### src/rtl/rca_pipe.sv
// rca_pipe: pipelined ripple-carry adder/subtractor with valid/ready handshake.
// The WIDTH-bit carry chain is cut into STAGES chunks of C = WIDTH/STAGES bits,
// one register boundary per chunk, so one operation is accepted per cycle.
// Ports:
//   clk, rst             clock, asynchronous active-high reset
//   in_valid / in_ready  operand handshake (in_ready = ~out_valid | out_ready)
//   a, b, cin, sub       operands, carry/borrow-in, 0 = add / 1 = subtract
//   out_valid/out_ready  result handshake
//   s, cout, ovf         sum/difference, chain carry-out, signed overflow
module rca_pipe #(
    parameter int WIDTH  = 8,
    parameter int STAGES = 2
) (
    input  logic             clk,
    input  logic             rst,
    input  logic             in_valid,
    output logic             in_ready,
    input  logic [WIDTH-1:0] a,
    input  logic [WIDTH-1:0] b,
    input  logic             cin,
    input  logic             sub,
    output logic             out_valid,
    input  logic             out_ready,
    output logic [WIDTH-1:0] s,
    output logic             cout,
    output logic             ovf
);
    localparam int C = WIDTH / STAGES;

    logic             adv;
    logic [WIDTH-1:0] b_x;
    logic             c_x;
    logic             ovf_d, ovf_q;

    if (WIDTH < 2 || STAGES < 1 || WIDTH % STAGES != 0) begin : g_bad_params
        $error("rca_pipe: WIDTH must be >= 2 and a multiple of STAGES");
    end

    // Subtraction reuses the adder chain as a + ~b + ~cin.
    always_comb begin
        b_x = sub ? ~b : b;
        c_x = sub ? ~cin : cin;
    end

    for (genvar g = 0; g < STAGES; g++) begin : stg
        localparam int SW = (g + 1) * C;
        localparam int RW = WIDTH - SW;
        logic [C-1:0]  xa, xb;
        logic          xc;
        logic [C:0]    sum;
        logic [SW-1:0] s_d, s_q;
        logic          c_d, c_q, v_d, v_q;
        if (g == 0) begin : src
            always_comb begin
                xa  = a[C-1:0];
                xb  = b_x[C-1:0];
                xc  = c_x;
                sum = {1'b0, xa} + {1'b0, xb} + {{C{1'b0}}, xc};
                s_d = sum[C-1:0];
                c_d = sum[C];
                v_d = in_valid;
            end
        end else begin : src
            // Each chunk's sum lands on top of the lower sums from upstream.
            always_comb begin
                xa  = stg[g-1].rem.a_q[C-1:0];
                xb  = stg[g-1].rem.b_q[C-1:0];
                xc  = stg[g-1].c_q;
                sum = {1'b0, xa} + {1'b0, xb} + {{C{1'b0}}, xc};
                s_d = {sum[C-1:0], stg[g-1].s_q};
                c_d = sum[C];
                v_d = stg[g-1].v_q;
            end
        end
        always_ff @(posedge clk or posedge rst) begin
            if (rst) begin
                s_q <= '0;
                c_q <= 1'b0;
                v_q <= 1'b0;
            end else if (adv) begin
                s_q <= s_d;
                c_q <= c_d;
                v_q <= v_d;
            end
        end
        // Operand bits of the chunks still to be added travel alongside.
        if (RW > 0) begin : rem
            logic [RW-1:0] a_d, a_q, b_d, b_q;
            if (g == 0) begin : src
                always_comb begin
                    a_d = a[WIDTH-1:C];
                    b_d = b_x[WIDTH-1:C];
                end
            end else begin : src
                always_comb begin
                    a_d = stg[g-1].rem.a_q[RW+C-1:C];
                    b_d = stg[g-1].rem.b_q[RW+C-1:C];
                end
            end
            always_ff @(posedge clk or posedge rst) begin
                if (rst) begin
                    a_q <= '0;
                    b_q <= '0;
                end else if (adv) begin
                    a_q <= a_d;
                    b_q <= b_d;
                end
            end
        end
    end

    always_comb begin
        out_valid = stg[STAGES-1].v_q;
        adv       = ~out_valid | out_ready;
        in_ready  = adv;
        s         = stg[STAGES-1].s_q;
        cout      = stg[STAGES-1].c_q;
        ovf       = ovf_q;
        // Carry into the MSB is recovered from its sum bit and its two inputs.
        ovf_d     = stg[STAGES-1].sum[C] ^ stg[STAGES-1].sum[C-1]
                  ^ stg[STAGES-1].xa[C-1] ^ stg[STAGES-1].xb[C-1];
    end

    always_ff @(posedge clk or posedge rst) begin
        if (rst)
            ovf_q <= 1'b0;
        else if (adv)
            ovf_q <= ovf_d;
    end
endmodule

### config.mk
export PLATFORM = sky130hd
export DESIGN_NAME = rca_pipe
export DESIGN_NICKNAME = d
export VERILOG_FILES = /design/src/rtl/rca_pipe.sv
export SDC_FILE = /design/constraint.sdc
export NUM_CORES = 1
export LEC_CHECK = 0
export CAP_MARGIN = 20
export CORE_ASPECT_RATIO = 1.1
export CORE_MARGIN = 3
export CORE_UTILIZATION = 47
export CTS_CLUSTER_SIZE = 16
export DETAILED_ROUTE_END_ITERATION = 10
export PLACE_DENSITY = 0.89
export SYNTH_ARGS = -nofsm -noshare
export SYNTH_HDL_FRONTEND = slang
export SYNTH_SLANG_ARGS = --single-unit
### constraint.sdc
create_clock -name clk -period 2.5 [get_ports clk]
set_clock_uncertainty 0.2 [all_clocks]
set_input_delay 0.375 -clock clk [delete_from_list [all_inputs] [get_ports clk]]
set_output_delay 0.375 -clock clk [all_outputs]
set_load 0.05 [all_outputs]
# Yosys cells after proc, flatten, opt, wreduce, memory -nomap -nowiden
# Index checks and enable logic that the tools add are counted.
[word_totals] reg_bits=25 latchBits=0 mem_bits_rw=0 romBits=0 input_bits=22 out_inout_bits=12 word_cells=22 n_memories=0
[op_classes] add_sub_neg=4 mul=0 div_mod_pow=0 order_cmp=0 n_eq_ne=0 shifts=0 muxes=2 bitwise=7 reduce_logical=0
[ops] op="adder 4 x 4 -> 5 bit" count=2
[ops] op="adder 5 x 1 -> 5 bit" count=2
[ops] op="two-way mux 8 bit" count=1
[ops] op="NOT 8 bit" count=1
[ops] op="XOR 1 bit" count=3
[ops] op="NOT 1 bit" count=2
[ops] op="two-way mux 1 bit" count=1
[ops] op="OR 1 bit" count=1

# Logic depth before layout (Yosys ltp)
[depth] depth_word=5 depth_mapped=8 mapped_depth_nobuf=8

# Worst setup path before layout
# Ideal clock, no wire load.
[synth_path] path_type="input to register" from="in sub" to="reg stg[0].c_q" setup_ns=0.140 arrival_ns=1.937 path_slack_ns=0.223 cell_stages=7 n_path_buf=1 path_cell_list="buf_2 -> xor2_1 -> fa_1 -> fa_1 -> a21o_1 -> a21oi_1 -> a21oi_1"
[synth_via] elab_chain_len=3 elab_cells_between_ends=4 cone_classes="add/sub: 2; mux: 2"
[synth_lines] element="from (decl)" line_no="21" source="input logic sub,"
[synth_lines] element="two-way mux 8 bit" line_no="41" source="b_x = sub ? ~b : b;"
[synth_lines] element="adder 4 x 4 -> 5 bit" line_no="58" source="sum = {1'b0, xa} + {1'b0, xb} + {{C{1'b0}}, xc};"
[synth_lines] element="adder 5 x 1 -> 5 bit *" line_no="58"
[synth_lines] element="to (signal assigned)" line_no="78" source="c_q <= 1'b0;"
[synth_lines] element="to (signal assigned)" line_no="82" source="c_q <= c_d;"
[synth_lines] element="to (decl)" line_no="52" source="logic c_d, c_q, v_d, v_q;"
# Every way passes the cells marked *; elsewhere a longest branch is shown, timed or not.
# A chain may end at the register's enable or synchronous reset.

# Worst setup path in the final report
[layout_path] from="in sub" to="reg stg[0].s_q[3]"
[layout_via] elab_chain_len=3 elab_cells_between_ends=4 cone_classes="add/sub: 2; mux: 2"
[layout_lines] element="two-way mux 8 bit" line_no="41"
[layout_lines] element="adder 4 x 4 -> 5 bit" line_no="58"
[layout_lines] element="adder 5 x 1 -> 5 bit *" line_no="58"
[layout_lines] element="to (signal assigned)" line_no="77" source="s_q <= '0;"
[layout_lines] element="to (signal assigned)" line_no="81" source="s_q <= s_d;"
[layout_lines] element="to (decl)" line_no="51" source="logic [SW-1:0] s_d, s_q;"
# Marked as above.

==> metrics.txt <==
main combinational cell family by area after synthesis multiplexers; Least-Margin Pin Slew 0.504 ns; Synth Register Bits 25; Leak 0.747 nW; Synth Area in Simple Gates 0.0493; post-synth top area cell dfrtp_1; fin util 0.668; Slew Limit Headroom 0.663; largest fanout on the critical path 7; Via density 5.00; design area 1710 sq um; worst-case reg-to-reg path depth 8; port bufs 33; Compound-Gate Fraction of Synth Area 0.0773; Post-Place Cells 170; PostCTS Resize Cnt 0; max-slew violation count 0; minimum clock period 2.29 ns; Post-DP HPWL 1990 um; total number of vias 870; area grow syn2layout 32.4%; top post-synthesis cells by count dfrtp_1, mux2_2, a21oi_1, nor2_1, xnor2_1; reg-to-reg endpoint ovf; Adder-Cell Fraction of Synth Area 0.120; drt wl/cell 14.9 um; Max Cap Viol 0; Crit path max-delay family buffers and inverters; Fin. Hold Viols 0; clk buf depth 2; worst-skew pair later-pin latency 0.32 ns; Layout Nets 176; pwr/cell area 940 nW/um^2; share of layout cells above drive strength 1 0.182; CP peak stage delay 0.55 ns; Starting Density 0.504; IO Pins 34; status completed; fmax 437 MHz; first-pass GRT wire length 4240 um; CTS root buf clkbuf_4; die area 3420 sq um; Post CTS Setup Buffer Count 0; r2r startpoint stg[0].c_q; fill count 199; CP max-delay cell clkdlybuf4s50_1; share of the synthesized area in the top cell type 0.483; EDFF count, synth 0; xor-xnor portion of the synthesized cell area 0.108; Synth Net Count 138; hold buffer count at cts 0; CTS tree done; Placer Congestion 0.750; clock slew at reported path FFs 0.14 ns; Pre-antenna DRT Iters 4; Post-Syn Area 1290 sq um; count leader, synth dfrtp_1; GRT Util Overall 0.167; row count 19; sequential area share after synthesis 0.483; required time of the critical path 2.52 ns; R2R Setup Slk 0.35 ns; ys flop type dfrtp_1; initial antenna violation count 0; Iter 0 DRT Violations 26; dpl cell area 1690 sq um; ANT nets after route 0; number of global-route vias before repair 896; overall power 0.00161 W; Netlist cell types 16; worst min path class input pin to async pin; Ant. Diodes 0; Warnings, synthesis 0; final wirelength 2590 um; Synth area leaders dfrtp_1, mux2_2, fa_1; data arrival time of the worst path 2.30 ns; Final Non-Filler Cells 174; VDD IR max 0.649 mV; GRT overflow 0; Worst Path Buf+Inv 2; critical path class input pin to register; H-tree depth 1; CP cell instances clkdlybuf4s50_1 -> buf_4 -> xor2_1 -> ha_1 -> a21o_1 -> a21oi_1 -> xnor2_1 -> mux2_2; Mapped Cells 106; Setup crit start kind input pin; CTS buffer count 3; RSZ-0062 raised after global routing false; Tcrit/Tclk final 0.915; Hold Slack 0.178 ns; core footprint 2570 sq um; # clock sinks 25; syn_area_per_cell 12.2 sq um; async set-or-reset flop fraction in the synthesized netlist 1.00; Setup violations, final 0; Die Y 61.1 um; overall die width 56.1 um; drc violations 0; Setup crit start sub; multiplexer share of the synthesized area 0.122; CP Capture Type register; largest net degree at the start of global routing 37
[worst min-delay path, cell delays in order]
cell and delay [ns]:
clkdlybuf4s50_1 0.39, inv_1 0.05, buf_4 0.30
[worst max path at each step]
stage          slack (ns)  cells after the start       endpoint
2_1_floorplan        0.22                      7     stg[0].c_q
3_3_place_gp        -0.08                      7     stg[0].c_q
3_5_place_dp        -0.17                      8  stg[0].s_q[3]
4_1_cts              0.19                      8  stg[0].s_q[3]
5_1_grt              0.12                      7     stg[0].c_q
6_report             0.21                      8  stg[0].s_q[3]
[report_power, final]
part           total (W)  switching [W]  internal, W
registers       0.000595      0.0000696     0.000526
logic           0.000832       0.000483     0.000349
clock network   0.000183       0.000123    0.0000599
total            0.00161       0.000676     0.000935
[layout make-up]
class                           count  area (sq um)  share of cell area
Clock inverter                      1          5.00             0.00292
Clock buffer                        3          22.5              0.0131
Timing Repair Buffer               38           390               0.228
Multi-Input combinational cell     72           617               0.360
Inverter                            4          15.0             0.00876
Sequential cell                    25           626               0.365
Tap cell                           31          38.8              0.0226
[state kept, by name, indices dropped and copies added, names as in the netlist]
signal / flops
stg.v_q: 1
stg.s_q: 4
stg.c_q: 1
cout: 1
ovf: 1
out_valid: 1
stg.rem.b_q: 4
s: 8
stg.rem.a_q: 4
[cells by family after synthesis]
| logic type | after synthesis |
|---|---|
| flops | 25 |
| compound gates | 17 |
| xor+xnor | 16 |
| simple gates | 15 |
| mux | 14 |
| fa+ha+maj | 10 |
| buf+inv | 9 |
[through the flow]
step | worst slack (ns) | setup TNS [ns]
finish | 0.212 | 0
global route | 0.117 | 0
CTS | 0.188 | 0
detailed placement | -0.166 | -0.428
global placement | -0.0795 | -0.190
floorplan | 0.223 | 0
[per-layer routing]
layer / share of wire / global-route usage
met1: 0.41 / 0.202
met2: 0.54 / 0.302
met3: 0.040 / 0.0252
met4: 0.0081 / 0.0712
met5: 0 / 0
[cell usage in the layout, fill, tap and decap left out, drive strengths merged, types with 2 or more instances in the layout]
| cell | instances |
|---|---|
| a21o | 3 |
| nor2 | 10 |
| ha | 6 |
| buf | 6 |
| fa | 4 |
| clkdlybuf4s50 | 32 |
| o21ai | 2 |
| nand2 | 2 |
| xor2 | 7 |
| a21oi | 12 |
| xnor2 | 9 |
| nand2b | 3 |
| clkbuf | 3 |
| dfrtp | 25 |
| inv | 4 |
| mux2 | 14 |
Note: power is estimated with default switching activity, not from simulation.
